===== src/rtl/seq_detect_fsm.sv =====
// Serial sequence detector: KMP-style fallback FSM with Mealy look-ahead flag,
// registered match pulse, saturating hit counter and aux capture on match.
module seq_detect_fsm #(
  parameter int unsigned    LEN     = 4,
  parameter logic [LEN-1:0] PATTERN = 4'b1101,
  parameter bit             OVERLAP = 1'b1,
  parameter int unsigned    CNT_W   = 8
) (
  input  logic                    clk,
  input  logic                    reset,
  input  logic                    en,
  input  logic                    din,
  input  logic                    aux,
  input  logic                    clr,
  output logic                    match_next,
  output logic                    match,
  output logic [$clog2(LEN)-1:0]  state,
  output logic [CNT_W-1:0]        hit_count,
  output logic                    aux_q
);

  localparam int unsigned SW = $clog2(LEN);
  typedef logic [SW-1:0] st_t;

  if (LEN < 2 || LEN > 16) begin : g_len_chk
    $error("seq_detect_fsm: LEN must be in 2..16");
  end
  if (CNT_W < 1 || CNT_W > 32) begin : g_cnt_chk
    $error("seq_detect_fsm: CNT_W must be in 1..32");
  end

  // Entry {k,b}: longest prefix of PATTERN (shorter than LEN) that is a suffix
  // of "first k pattern bits followed by b"; accepting entries drop to 0 when
  // overlap is disabled.
  function automatic logic [2*LEN*SW-1:0] build_next();
    logic [2*LEN*SW-1:0] tbl;
    int unsigned best;
    int unsigned lim;
    int unsigned idx;
    logic        ok;
    logic        bb;
    logic        sbit;
    tbl = '0;
    for (int unsigned k = 0; k < LEN; k++) begin
      for (int unsigned b = 0; b < 2; b++) begin
        bb   = b[0];
        best = 0;
        lim  = (k + 1 < LEN) ? k + 1 : LEN - 1;
        for (int unsigned j = 1; j <= lim; j++) begin
          ok = 1'b1;
          for (int unsigned i = 0; i < j; i++) begin
            idx  = k + 1 - j + i;
            sbit = (idx == k) ? bb : PATTERN[LEN-1-idx];
            if (sbit != PATTERN[LEN-1-i]) ok = 1'b0;
          end
          if (ok) best = j;
        end
        if (k == LEN - 1 && bb == PATTERN[0] && !OVERLAP) best = 0;
        tbl[(2*k+b)*SW +: SW] = best[SW-1:0];
      end
    end
    return tbl;
  endfunction

  localparam logic [2*LEN*SW-1:0] NEXT_TBL = build_next();

  st_t              state_q, state_d;
  logic             match_q;
  logic             aux_cap_q;
  logic [CNT_W-1:0] hit_q, hit_d;
  logic             accept;
  int unsigned      sel;

  always_comb begin
    accept  = en && (state_q == st_t'(LEN - 1)) && (din == PATTERN[0]);
    sel     = 32'({state_q, din}) * SW;
    state_d = state_q;
    if (en) state_d = NEXT_TBL[sel +: SW];
    hit_d = hit_q;
    if (clr)
      hit_d = '0;
    else if (accept && hit_q != '1)
      hit_d = hit_q + CNT_W'(1);
  end

  always_ff @(posedge clk) begin
    if (reset) begin
      state_q   <= '0;
      match_q   <= 1'b0;
      aux_cap_q <= 1'b0;
      hit_q     <= '0;
    end else begin
      state_q <= state_d;
      match_q <= accept;
      if (accept) aux_cap_q <= aux;
      hit_q <= hit_d;
    end
  end

  assign match_next = accept;
  assign match      = match_q;
  assign state      = state_q;
  assign hit_count  = hit_q;
  assign aux_q      = aux_cap_q;

endmodule


===== config.mk =====
export PLATFORM = sky130hd
export DESIGN_NAME = seq_detect_fsm
export DESIGN_NICKNAME = d
export VERILOG_FILES = /design/src/rtl/seq_detect_fsm.sv
export SDC_FILE = /design/constraint.sdc
export NUM_CORES = 1
export LEC_CHECK = 0
export ABC_AREA = 0
export CAP_MARGIN = 25
export CORE_AREA = 3 3 42 44
export CTS_BUF_LIST = sky130_fd_sc_hd__clkbuf_8 sky130_fd_sc_hd__clkbuf_16
export CTS_CLUSTER_DIAMETER = 100
export DETAILED_ROUTE_END_ITERATION = 6
export DIE_AREA = 0 0 45 47
export HOLD_SLACK_MARGIN = 0.12
export PLACE_DENSITY = 0.73
export RECOVER_POWER = 25
export SLEW_MARGIN = 10
export SYNTH_ARGS = -nofsm -noshare
export SYNTH_HDL_FRONTEND = slang
export SYNTH_SLANG_ARGS = --single-unit

===== constraint.sdc =====
create_clock -name clk -period 1.9 [get_ports clk]
set_clock_uncertainty 0.15 [all_clocks]
set_input_delay 0.19 -clock clk [delete_from_list [all_inputs] [get_ports clk]]
set_output_delay 0.19 -clock clk [all_outputs]
set_load 0.05 [all_outputs]

* After elaboration in Yosys (flattened, before gate mapping)
Cells that the tools add are included.
** Word-level totals
- Register bits :: 12
- Bits in latches :: 0
- Bits in writable memories :: 0
- ROM bits :: 0
- Input port bits :: 6
- Output and inout bits :: 13
- Word-level logic and storage cells :: 12
- Memories kept :: 0
** Operators by class
- Add/subtract/negate cells :: 1
- Multipliers :: 0
- Div/mod/pow operators :: 0
- Magnitude comparators :: 0
- Eq/ne operators :: 2
- Shift operators :: 1
- Multiplexer cells :: 0
- Bitwise logic cells :: 0
- Reduce and logical (&&, ||, !) cells :: 4
** Operators with widths (count)
- variable part select 16 x 5 -> 2 bit (first input constant) :: 1
- adder 8 x 1 -> 8 bit (second input constant) :: 1
- != test 8 bit (second input constant) :: 1
- logical AND 1 bit :: 3
- == test 2 bit (second input constant) :: 1
- OR reduction 2 bit :: 1

* Longest topological paths before layout
Gate-level depths: netlist of run 1.
- Depth in word-level cells :: 4
- Mapped depth :: 5
- Mapped depth without buffers :: 5

* Least setup slack after synthesis of run 1
No wires, ideal clock.
- Path type :: reg-to-reg
- From :: register hit_q[0], in the netlist hit_count[0]
- To :: register hit_q[6], in the netlist hit_count[6]
- Library setup time :: 0.124 ns
- Arrival time :: 1.595 ns
- Required time :: 1.626 ns
- Slack :: 0.031 ns
- Cell stages (with the launch flop) :: 6
- Path buffers :: 0
- Period minus slack after synthesis :: 1.869 ns
- Cell sequence :: dfxtp_1 -> ha_1 -> nand4_4 -> nor3_1 -> mux2i_1 -> nor2_1
** Between the ends
- Cells in the longest elaborated chain, start to end :: 2
- Elaborated cells on any way between the ends :: 3
** RTL lines
- start: declaration :: line 70 : logic [CNT_W-1:0] hit_q, hit_d;
- start signal: assignment :: line 96 : hit_q <= hit_d;
- branches (longest 2 deep; another with adder 8 x 1 -> 8 bit)
Parallel ways; which one is timed is not known.
A chain may end at the register's enable or synchronous reset.

* Final worst setup path of run 1
- From :: register hit_q[6], in the netlist hit_count[6]
- To :: output hit_count[6]
** RTL lines
- end: declaration :: line 18 : output logic [CNT_W-1:0] hit_count,
No word-level cell between the ends.

==> flow_summary.json, run 1 <==
{
  "ys_warn_count": 0,
  "drtPass1Iterations": 2,
  "wl_met2_um": 543,
  "rsz0062_at_grt": "no",
  "routed_wl_um": 1170,
  "design_area_sq_um": 807,
  "top_layer": "met4",
  "antenna_cells": 0,
  "fin_crit_ns": 1.79,
  "std_cell_rows": 14,
  "port_buffers": 18,
  "tns_ns": 0,
  "critPathMaxFanout": 5,
  "worst-r2r-setup-slack_ns": 0.29,
  "cp.buffers_inverters": 1,
  "reg2reg_from": "hit_count[0]$_SDFFE_PP0P_",
  "pwr-share-comb_pct": 7.1,
  "io_pins": 19,
  "insertion_delay_ns": 0.24,
  "cts_tree": "built",
  "grt_pass1_wl_um": 1890,
  "max_slew.worst_pin.slew_ns": 0.592,
  "nets": 96,
  "cp.required_ns": 1.56,
  "max_clock_freq_ghz": 0.559,
  "critPathTopFamily": "buffers and inverters",
  "dp_hpwl_um": 932,
  "seq_area_frac_synth_pct": 40.6,
  "cts_buffer_depth": 2,
  "yosys.cell_types.count": 24,
  "drive_gt1_share_pct": 14.1,
  "cp-end-kind": "output port",
  "cts_buffers": 3,
  "crit_slowest_cell": "clkdlybuf4s50_1",
  "power_uw": 520,
  "rr_endpoint": "hit_count[6]$_SDFFE_PP0P_",
  "pwr-share-clk_pct": 43.2,
  "chipHeight_um": 47,
  "clock-sinks": 12,
  "holdPathEnd": "aux_q$_SDFFE_PP0P_",
  "antenna_found_initial": 0,
  "syn_inst": 65,
  "p_int_uw": 410,
  "power.density_mw_per_mm2": 644,
  "grt_pass1_vias": 440,
  "crit_path_start_kind": "flip-flop",
  "hold_depth": 2,
  "worst_r2r_path_depth": 5,
  "area_growth_syn_to_layout_pct": 36.4,
  "arrival_ns": 1.45,
  "post_cts_buffers": 0,
  "dr_wl_met3_um": 87,
  "cts-htree-levels": 1,
  "place_ws_ns": 0.149,
  "grt_max_degree": 9,
  "dieArea_sq_mm": 0.00212,
  "wl_met1_um": 513,
  "hold_viol_final": 0,
  "wl_per_cell_um": 11.6,
  "postRouteAntennaNets": 0,
  "cts-root-buf": "clkbuf_8",
  "syn_area_sq_um": 592,
  "coreArea_sq_mm": 0.00147,
  "finalSetupViolations": 0,
  "grt_util_all_layers_pct": 12.6,
  "grt.overflow.total": 0,
  "final.period_utilization_pct": 94.1,
  "hold_class": "reg -> reg",
  "vdd_drop_max_mv": 0.327,
  "syn-num-nets": 74,
  "slowest_delay_ns": 0.82,
  "status": "completed",
  "p_seq_share_pct": 49.7,
  "hp-start": "aux_q$_SDFFE_PP0P_",
  "worst_slack_ns": 0.112,
  "synth_seq_cells": 12,
  "switchingPower_uw": 110,
  "fp.dieW_um": 45,
  "cts.repair.resized": 0,
  "post-route-drc-count": 0,
  "initial_utilization_pct": 40.2,
  "drv_cap": 0,
  "crit_type": "reg -> out",
  "place_area_sq_um": 783,
  "viasPerCell": 5.16,
  "clkTransAtPathRegs_ns": 0.05,
  "p_leak_nw": 0.317,
  "hold_buffers": 0,
  "drv_slew": 0,
  "num_vias": 521,
  "drt_iter0_drc": 2,
  "path_cells": "clkdlybuf4s50_1",
  "slew_headroom_pct": 60.7,
  "avgSynthCellArea_sq_um": 9.10,
  "startpoint": "hit_count[6]$_SDFFE_PP0P_",
  "globalplace.congestion": 0.726,
  "p_sw_share_pct": 21.1
}
[how the worst max path moves through the flow]
stage,cells past startpoint,endpoint,slack (ns)
2_1_floorplan,5,hit_count[6]$_SDFFE_PP0P_,0.03
3_3_place_gp,5,hit_count[6]$_SDFFE_PP0P_,0.17
3_5_place_dp,5,hit_count[6]$_SDFFE_PP0P_,0.15
4_1_cts,1,hit_count[6],0.09
5_1_grt,1,hit_count[1],0.06
6_report,1,hit_count[6],0.11
[layout by cell type (no fill, tap or decap), drive strengths merged]
master,n
o211ai,2
o21ai,1
or2,1
a211oi,2
nand3,1
nor2,12
buf,4
clkdlybuf4s50,10
xnor2,1
clkbuf,6
o2111ai,1
and4,1
nand2,7
mux2i,4
and3,1
nand4,4
dfxtp,12
a21oi,2
nor3,1
dlygate4sd3,1
and2,1
clkinv,1
ha,3
inv,3
xor2,3
[state kept, by name, indices dropped and copies added, names as in the netlist]
| register | cells |
|---|---|
| hit_count | 8 |
| state | 2 |
| aux_q | 1 |
| match | 1 |
[synthesized netlist by cell type (all sizes together)]
master   count  area share, %
a211oi       2            2.5
a21oi        2            1.7
and2         1            1.1
and3         1            1.1
and4         1            1.5
clkbuf       1           0.63
clkinv       1           0.84
dfxtp       12             41
ha           3            6.3
inv          3            1.9
mux2i        4            6.8
nand2        7            4.4
nand3        1           0.84
nand4        4            7.8
nor2        12            7.6
nor3         1           0.84
o2111ai      1            2.5
o211ai       2            2.5
o21ai        1            1.5
or2          1            1.1
xnor2        1            1.5
xor2         3            4.4
[layer usage]
layer,global-route usage [%],vias up
li1,-,266
met1,15.0,238
met2,19.2,15
met3,3.83,2
met4,8.77,0
met5,0,-
[layout make-up]
type,instances,area [sq um]
clock buffers,3,41.3
fillers,154,664
inverters,4,16.3
multi-input cells,48,325
flip-flops and latches,12,240
well taps,16,20.0
repair buffers,18,164
[metrics by stage]
step | hold slack (ns) | cells | util [%]
after floorplan | 0.109 | 65 | -
after global placement | 0.308 | 98 | 53.2
after detailed placement | 0.303 | 98 | 53.2
after CTS | 0.311 | 101 | 56.0
after global routing | 0.332 | 101 | 54.8
final | 0.314 | 101 | 54.8
[kinds of logic (layout without fill, tap and decap cells)]
group                    Yosys count  after routing  share of synthesized area [%]
AND/OR/NAND/NOR                   29             29                           26.2
flip-flops                        12             12                           40.6
AO/OA/AOI/OAI                      8              8                           10.8
buffers and inverters              5             25                           3.38
XOR/XNOR                           4              4                           5.92
multiplexers                       4              4                           6.77
adder cells (fa/ha/maj)            3              3                           6.34
[power by group through the flow]
| stage | sequential, mW | combinational, mW | clock [mW] |
|---|---|---|---|
| after global placement | 0.264 | 0.0386 | 0 |
| after CTS | 0.258 | 0.0390 | 0.239 |
| after detailed placement | 0.264 | 0.0388 | 0 |
| final | 0.258 | 0.0371 | 0.225 |
| after floorplan | 0.271 | 0.0111 | 0 |
| after global routing | 0.258 | 0.0398 | 0.250 |
(Power assumes the default switching activity.)
==> run 2: changes to the inputs <==
--- a/config.mk
+++ b/config.mk
@@ -7,13 +7,15 @@
 export LEC_CHECK = 0
 export ABC_AREA = 0
 export CAP_MARGIN = 25
-export CORE_AREA = 3 3 42 44
+export CELL_PAD_IN_SITES_DETAIL_PLACEMENT = 0
+export CELL_PAD_IN_SITES_GLOBAL_PLACEMENT = 1
+export CORE_AREA = 3 3 48 50
 export CTS_BUF_LIST = sky130_fd_sc_hd__clkbuf_8 sky130_fd_sc_hd__clkbuf_16
 export CTS_CLUSTER_DIAMETER = 100
 export DETAILED_ROUTE_END_ITERATION = 6
-export DIE_AREA = 0 0 45 47
+export DIE_AREA = 0 0 51 53
 export HOLD_SLACK_MARGIN = 0.12
-export PLACE_DENSITY = 0.73
+export PLACE_DENSITY_LB_ADDON = 0.15
 export RECOVER_POWER = 25
 export SLEW_MARGIN = 10
 export SYNTH_ARGS = -nofsm -noshare
==> flow_summary.json, run 2 (synthesis results as in run 1) <==
{
  "max_slew.worst_pin.slew_ns": 0.592,
  "largest_reg_flops": 8,
  "tns_ns": 0,
  "arrival_ns": 1.44,
  "crit_path_start_kind": "flip-flop",
  "io_pins": 19,
  "worst-path-stages": 1,
  "clock-sinks": 12,
  "routed_wl_um": 1200,
  "wl_per_cell_um": 10.7,
  "hold_viol_final": 0,
  "antenna_found_initial": 0,
  "max_clock_freq_ghz": 0.563,
  "std_cell_rows": 16,
  "hold_buffers": 0,
  "postRouteAntennaNets": 0,
  "grt_pass1_wl_um": 2060,
  "port_buffers": 18,
  "dp.cells": 109,
  "cp-end-kind": "output port",
  "drv_slew": 0,
  "fp.dieW_um": 51,
  "post-route-drc-count": 0,
  "hold_class": "reg -> reg",
  "fin_crit_ns": 1.78,
  "post_cts_buffers": 0,
  "num_vias": 510,
  "globalplace.congestion": 0.742,
  "nets": 96,
  "power.density_mw_per_mm2": 634,
  "crit_type": "reg -> out",
  "drt_iter0_drc": 1,
  "area_growth_syn_to_layout_pct": 38.1,
  "dp_hpwl_um": 920,
  "critPathTopFamily": "buffers and inverters",
  "cp.required_ns": 1.56,
  "final.period_utilization_pct": 93.5,
  "layout_common_cells": "nor2_1 (12), dfxtp_1 (12), clkdlybuf4s50_1 (10), nand2_1 (7)",
  "dieArea_sq_mm": 0.00270,
  "slew_headroom_pct": 60.7,
  "cts_buffers": 3,
  "cts-root-buf": "clkbuf_8",
  "slowest_delay_ns": 0.82,
  "viasPerCell": 4.55,
  "drive_gt1_share_pct": 12.9,
  "cp.buffers_inverters": 1,
  "critPathMaxFanout": 5,
  "worst_r2r_path_depth": 5,
  "grt_max_degree": 9,
  "worst-r2r-setup-slack_ns": 0.34,
  "grt_pass1_vias": 459,
  "rsz0062_at_grt": "no",
  "cts_tree": "built",
  "hold_depth": 2,
  "status": "completed",
  "clkTransAtPathRegs_ns": 0.05,
  "cts.repair.resized": 0,
  "initial_utilization_pct": 30.5,
  "insertion_delay_ns": 0.24,
  "chipHeight_um": 53,
  "antenna_cells": 0,
  "grt.overflow.total": 0,
  "drv_cap": 0,
  "p_leak_nw": 0.313,
  "coreArea_sq_mm": 0.00194,
  "final_cells": 112,
  "cts-htree-levels": 1,
  "crit_slowest_cell": "clkdlybuf4s50_1",
  "path_cells": "clkdlybuf4s50_1",
  "grt_util_all_layers_pct": 10.7,
  "cts_buffer_depth": 2,
  "vdd_drop_max_mv": 0.327,
  "finalSetupViolations": 0,
  "drtPass1Iterations": 3
}
==> run 2: cell count changes in the layout (fill, tap and decap cells not counted) <==
cell / change
buf_4: -1
clkbuf_1: +1
==> run 2: layer usage <==
layer / share of wire (%) / global-route usage [%]
met1: 47 / 12.7
met2: 42 / 15.7
met3: 7.6 / 3.66
met4: 3.0 / 8.07
met5: 0 / 0
==> run 2: area by class of cell <==
| type | instances | area, sq um |
|---|---|---|
| Clock buffer | 3 | 41.3 |
| Fill cell | 212 | 1120 |
| Inverter | 4 | 16.3 |
| Multi-Input combinational cell | 48 | 325 |
| Sequential cell | 12 | 240 |
| Tap cell | 27 | 33.8 |
| Timing Repair Buffer | 18 | 160 |
==> run 2: power by group <==
part | switching [mW] | internal, mW | total, mW
registers | 0.00350 | 0.255 | 0.258
logic | 0.0207 | 0.0154 | 0.0361
clock network | 0.0846 | 0.139 | 0.224
==> run 2: final timing paths <==
kind	to	startpoint
worst max-delay path	hit_count[1]	hit_count[1]$_SDFFE_PP0P_
worst min-delay path	aux_q$_SDFFE_PP0P_	aux_q$_SDFFE_PP0P_
worst max register to register	hit_count[6]$_SDFFE_PP0P_	hit_count[0]$_SDFFE_PP0P_
worst min register to register	aux_q$_SDFFE_PP0P_	aux_q$_SDFFE_PP0P_
==> run 2: per-stage QoR <==
| stage | total power, mW | hold WS (ns) | instance area (sq um) | worst slack, ns | utilization (%) |
|---|---|---|---|---|---|
| 6_report | 0.518 | 0.310 | 817 | 0.124 | 42.1 |
| 5_1_grt | 0.543 | 0.332 | 817 | 0.0545 | 42.1 |
| 4_1_cts | 0.534 | 0.309 | 838 | 0.100 | 43.2 |
| 3_5_place_dp | 0.303 | 0.299 | 797 | 0.139 | 41.0 |
| 3_3_place_gp | 0.303 | 0.323 | 797 | 0.170 | 41.0 |
| 2_1_floorplan | 0.282 | 0.109 | 592 | 0.0306 | - |
==> run 2: tightest hold or removal path, stage by stage (launching register included) <==
cell,delay [ns]
dfxtp_1,0.31
nand2_1,0.05
a21oi_1,0.05
